**src/rtl/fib_seq_gen_if.sv**
```systemverilog
// Request/response bundle for the Fibonacci sequence generator.
// The master drives start_in/n_in; the slave returns the emitted terms and status flags.
interface fib_seq_gen_if #(
  parameter int unsigned DATA_WIDTH  = 8,
  parameter int unsigned COUNT_WIDTH = 5
);

  logic                   start_in;
  logic [COUNT_WIDTH-1:0] n_in;
  logic [DATA_WIDTH-1:0]  term_out;
  logic                   term_valid_out;
  logic                   busy_out;
  logic                   done_out;
  logic                   overflow_out;
  logic [DATA_WIDTH-1:0]  led_out;

  modport master (
    output start_in,
    output n_in,
    input  term_out,
    input  term_valid_out,
    input  busy_out,
    input  done_out,
    input  overflow_out,
    input  led_out
  );

  modport slave (
    input  start_in,
    input  n_in,
    output term_out,
    output term_valid_out,
    output busy_out,
    output done_out,
    output overflow_out,
    output led_out
  );

endinterface

```
**src/rtl/fib_seq_gen.sv**
```systemverilog
// Emits F(0)..F(n-1) mod 2^DATA_WIDTH, one term every TICK_DIV cycles, with a sticky wrap flag.
// Every output is registered.
module fib_seq_gen #(
  parameter int unsigned DATA_WIDTH  = 8,
  parameter int unsigned COUNT_WIDTH = 5,
  parameter int unsigned TICK_DIV    = 1
) (
  input  logic          clock_in,
  input  logic          reset_in,
  fib_seq_gen_if.slave  bus
);

  typedef enum logic [1:0] {
    StIdle,
    StEmit,
    StWait,
    StDone
  } state_e;

  // WAIT spans TICK_DIV-1 cycles: the counter runs from TICK_DIV-2 down to 0.
  localparam logic [15:0] WaitLoad = (TICK_DIV > 1) ? 16'(TICK_DIV - 2) : 16'd0;

  state_e                 r_state;
  logic [DATA_WIDTH-1:0]  r_a;
  logic [DATA_WIDTH-1:0]  r_b;
  logic                   r_a_tag;
  logic                   r_b_tag;
  logic [COUNT_WIDTH-1:0] r_remaining;
  logic [15:0]            r_wait_cnt;
  logic [DATA_WIDTH-1:0]  r_term;
  logic [DATA_WIDTH-1:0]  r_led;
  logic                   r_valid;
  logic                   r_busy;
  logic                   r_done;
  logic                   r_overflow;

  logic [DATA_WIDTH:0]    w_sum;

  assign w_sum = {1'b0, r_a} + {1'b0, r_b};

  always_ff @(posedge clock_in) begin
    if (reset_in) begin
      r_state     <= StIdle;
      r_a         <= '0;
      r_b         <= '0;
      r_a_tag     <= 1'b0;
      r_b_tag     <= 1'b0;
      r_remaining <= '0;
      r_wait_cnt  <= '0;
      r_term      <= '0;
      r_led       <= '0;
      r_valid     <= 1'b0;
      r_busy      <= 1'b0;
      r_done      <= 1'b0;
      r_overflow  <= 1'b0;
    end else begin
      r_valid <= 1'b0;
      r_done  <= 1'b0;
      unique case (r_state)
        StIdle: begin
          r_busy <= 1'b0;
          if (bus.start_in) begin
            r_busy     <= 1'b1;
            r_overflow <= 1'b0;
            if (bus.n_in != '0) begin
              r_a         <= '0;
              r_b         <= DATA_WIDTH'(1);
              r_a_tag     <= 1'b0;
              r_b_tag     <= 1'b0;
              r_remaining <= bus.n_in;
              r_state     <= StEmit;
            end else begin
              r_state <= StDone;
            end
          end
        end

        StEmit: begin
          r_term      <= r_a;
          r_led       <= r_a;
          r_valid     <= 1'b1;
          r_remaining <= r_remaining - COUNT_WIDTH'(1);
          if (r_a_tag) begin
            r_overflow <= 1'b1;
          end
          // A wrap anywhere in the ancestry taints every later term.
          r_a     <= r_b;
          r_a_tag <= r_b_tag;
          r_b     <= w_sum[DATA_WIDTH-1:0];
          r_b_tag <= w_sum[DATA_WIDTH] | r_a_tag | r_b_tag;
          if (r_remaining == COUNT_WIDTH'(1)) begin
            r_state <= StDone;
          end else if (TICK_DIV == 1) begin
            r_state <= StEmit;
          end else begin
            r_wait_cnt <= WaitLoad;
            r_state    <= StWait;
          end
        end

        StWait: begin
          if (r_wait_cnt == '0) begin
            r_state <= StEmit;
          end else begin
            r_wait_cnt <= r_wait_cnt - 16'd1;
          end
        end

        StDone: begin
          r_done  <= 1'b1;
          r_state <= StIdle;
        end

        default: begin
          r_state <= StIdle;
        end
      endcase
    end
  end

  assign bus.term_out       = r_term;
  assign bus.led_out        = r_led;
  assign bus.term_valid_out = r_valid;
  assign bus.busy_out       = r_busy;
  assign bus.done_out       = r_done;
  assign bus.overflow_out   = r_overflow;

endmodule

```
**src/flat_wrapper.sv**
```systemverilog
// flat-port wrapper written by rule: the top's interface ports become plain ports
module fib_seq_gen_flat 
#(
  parameter int unsigned DATA_WIDTH  = 8,
  parameter int unsigned COUNT_WIDTH = 5,
  parameter int unsigned TICK_DIV    = 1
)
  (clock_in, reset_in, bus_start_in, bus_n_in, bus_term_out, bus_term_valid_out, bus_busy_out, bus_done_out, bus_overflow_out, bus_led_out);
  fib_seq_gen_if #(.DATA_WIDTH(DATA_WIDTH), .COUNT_WIDTH(COUNT_WIDTH)) bus_i ();
  input  logic clock_in;
  input  logic reset_in;
  input wire logic [$bits(bus_i.start_in)-1:0] bus_start_in;
  input wire logic [$bits(bus_i.n_in)-1:0] bus_n_in;
  output wire logic [$bits(bus_i.term_out)-1:0] bus_term_out;
  output wire logic [$bits(bus_i.term_valid_out)-1:0] bus_term_valid_out;
  output wire logic [$bits(bus_i.busy_out)-1:0] bus_busy_out;
  output wire logic [$bits(bus_i.done_out)-1:0] bus_done_out;
  output wire logic [$bits(bus_i.overflow_out)-1:0] bus_overflow_out;
  output wire logic [$bits(bus_i.led_out)-1:0] bus_led_out;
  assign bus_i.start_in = bus_start_in;
  assign bus_i.n_in = bus_n_in;
  assign bus_term_out = bus_i.term_out;
  assign bus_term_valid_out = bus_i.term_valid_out;
  assign bus_busy_out = bus_i.busy_out;
  assign bus_done_out = bus_i.done_out;
  assign bus_overflow_out = bus_i.overflow_out;
  assign bus_led_out = bus_i.led_out;
  fib_seq_gen #(.DATA_WIDTH(DATA_WIDTH), .COUNT_WIDTH(COUNT_WIDTH), .TICK_DIV(TICK_DIV)) u_core (.clock_in(clock_in), .reset_in(reset_in), .bus(bus_i));
endmodule
```
**config.mk**
```make
export PLATFORM = sky130hd
export DESIGN_NAME = fib_seq_gen_flat
export DESIGN_NICKNAME = d
export VERILOG_FILES = /design/src/rtl/fib_seq_gen_if.sv /design/src/rtl/fib_seq_gen.sv /design/src/flat_wrapper.sv
export SDC_FILE = /design/constraint.sdc
export NUM_CORES = 1
export LEC_CHECK = 0
export BUFFER_PORTS_ARGS = -buffer_cell sky130_fd_sc_hd__buf_4
export CAP_MARGIN = 20
export CORE_MARGIN = 2
export CORE_UTILIZATION = 56
export CTS_BUF_LIST = sky130_fd_sc_hd__clkbuf_4
export CTS_CLUSTER_SIZE = 20
export DETAILED_ROUTE_END_ITERATION = 16
export GPL_ROUTABILITY_DRIVEN = 0
export HOLD_SLACK_MARGIN = 0.12
export PLACE_DENSITY_LB_ADDON = 0.12
export SLEW_MARGIN = 15
export SYNTH_ARGS = -nofsm -noshare
export SYNTH_HDL_FRONTEND = slang
export SYNTH_SLANG_ARGS = --single-unit
```
**constraint.sdc**
```tcl
create_clock -name clock_in -period 2.54 [get_ports clock_in]
set_input_delay 0.381 -clock clock_in [delete_from_list [all_inputs] [get_ports clock_in]]
set_output_delay 0.381 -clock clock_in [all_outputs]
set_load 0.01 [all_outputs]
```
==> out/metrics.yaml <==
slew_viol_final: 0
drtIter0Drc: 92
ir_worst_vdd_uv: 391.9
criticalPathCategory: "reg -> reg"
fin_hold_ws_ns: 0.2673
antenna_found_initial: 0
nets: 339
num_vias: 2126
cp-start-kind: "flip-flop"
synth_commonest_cells: "dfxtp_1 (53), nor2_1 (50), nand2_1 (28)"
finish.instance_area_um2: 2872
vias_per_cell: 5.730
synth_seq_cells: 53
period_share: 0.7887
numCtsBuffers: 5
rsz0062_at_grt: "no"
post_cts_buffers: 0
placed_area_um2: 2816
cts_max_level: 2
num_rows: 24
ys_types: 45
crit_required_ns: 2.80
path_clk_slew_ns: 0.14
grt_first_pass_wirelength_um: 8445
yosys-top-cells-area: "dfxtp_1 (40%), nor2_1 (7.1%), ha_1 (5.7%)"
ios: 28
routed_wl_um: 4957
power.density_nw_per_um2: 474.7
tns_ns: 0
syn_area_per_cell_um2: 8.717
die_y_um: 72.68
fin_skew_ns: 0.006095
first_global_vias: 1964
cts.sinks: 53
cts_root_buf: "clkbuf_4"
yosysTopAreaCellShare: 0.4017
syn2layout_area_growth_pct: 8.716
cts_tree: "yes"
max_clock_freq_ghz: 0.4992
crit_fanout: 3
yosysMostFrequentCell: "dfxtp_1"
finalHoldViolCount: 0
initial_core_util: 0.5943
cp.arrival_ns: 2.27
min_period_ns: 2.003
grt.overflow.total: 0
finalSetupViolCount: 0
ctsResizeCount: 0
layout-drive-gt1-share: 0.1599
yosysWarnings: 0
synth_area_leader_cell: "dfxtp_1"
ys_seq_area_frac: 0.4017
p_leak_nw: 1.155
num_antenna_cells: 0
hpwlAfterDp_um: 3633
async_flop_share: 0
grt_max_degree: 36
end_kind: "flip-flop"
clock_path_buffers: 2
synth_fp_nets: 324
hold_buffers: 0
wire_per_inst_um: 13.36
synth_edf_count: 0
maxSlewHeadroom: 0.5632
core-area_um2: 4444
outcome: "complete, no violations"
maxCapViolations: 0
ys.flop_type: "dfxtp_1"
grt_usage: 0.1992
tightest_slew_ns: 0.6528
dieArea_um2: 5282
die_x_um: 72.68
netlist_instances: 303
clkLatencyLatePin_ns: 0.36
ant_nets: 0
dr.pass1.iters: 4
portBuffers: 27
syn_area_um2: 2641
hold_class: "in -> reg"
drcViolationCount: 0
stage by stage:
stage	worst slack, ns	std cells	total power [mW]	utilization
CTS	0.5301	371	1.388	0.6461
global placement	0.5952	363	1.019	0.6337
finish	0.5368	371	1.363	0.6461
floorplan	0.6727	303	0.9804	-
detailed placement	0.5670	363	1.021	0.6337
global route	0.3569	371	1.433	0.6461
cell usage in the layout (no fill, tap or decap), drive strengths merged, types with 3 or more instances in the layout:
cell type and count:
nand2b 3, inv 5, a211oi 5, nor3 9, ha 12, xor2 3, clkbuf 6, nor2 50
a22o 3, nand3 5, dfxtp 53, nor4 8, a22oi 14, a21o 3, o21ai 9, nand2 29
xnor2 14, or3 3, a21oi 25, a2111oi 3, buf 31
state kept, by name (all words and copies together) (netlist names):
register                   cells
u_core.r_b_tag                 1
u_core.r_a                     8
u_core.bus.overflow_out        1
u_core.bus.term_out            8
u_core.r_wait_cnt             16
u_core.r_remaining             5
u_core.r_b                     8
u_core.bus.busy_out            1
u_core.bus.done_out            1
u_core.bus.term_valid_out      1
u_core.r_a_tag                 1
u_core.r_state                 2
metal layers:
metal / vias up / share of wire / global-route usage
met5: - / 0 / 0
met4: 0 / 0.016 / 0.08642
met3: 7 / 0.039 / 0.03591
met2: 48 / 0.49 / 0.3414
met1: 979 / 0.45 / 0.2444
li1: 1092 / - / -
final cells by class:
type	instances	area, um^2
Multi-Input combinational cell	222	1439
Clock buffer	6	45.04
Sequential cell	53	1061
Fill cell	411	1573
Clock inverter	2	10.01
Inverter	5	18.77
Timing Repair Buffer	31	232.7
Tap cell	52	65.06
worst max-delay path, cell delays in order, from the launching register on:
cell and delay (ns):
dfxtp_1 0.35, ha_1 0.23, fa_1 0.42, a211oi_1 0.29
o21bai_1 0.12, a21oi_1 0.19, xnor2_1 0.08, a22o_1 0.22
worst paths after layout:
path | to | slack [ns] | cells after the start | from
setup / recovery | u_core.r_b[6] | 0.54 | 7 | u_core.r_b[0]
hold / removal | u_core.r_remaining[0] | 0.27 | 3 | bus_n_in[0]
setup reg to reg | u_core.r_b[6] | 0.54 | 7 | u_core.r_b[0]
hold reg to reg | u_core.bus.term_out[1] | 0.48 | 2 | u_core.bus.term_out[1]
report_power, final:
part           leakage, nW  switching (mW)  internal, mW
clock               0.0354           0.244         0.117
sequential           0.429          0.0179         0.848
combinational        0.690          0.0843        0.0519
total                 1.15           0.346          1.02
cells by family (layout without fill, tap and decap cells):
| kind of cell | after synthesis | in the layout | share of synthesized area |
|---|---|---|---|
| AOI/OAI and AO/OA | 73 | 73 | 0.2013 |
| adders and majority gates | 13 | 13 | 0.06442 |
| and+or+nand+nor | 119 | 119 | 0.2226 |
| xor gates and xnor gates | 17 | 17 | 0.05637 |
| DFF | 53 | 53 | 0.4017 |
| buffers and inverters | 28 | 44 | 0.05353 |
(Power assumes the default switching activity.)
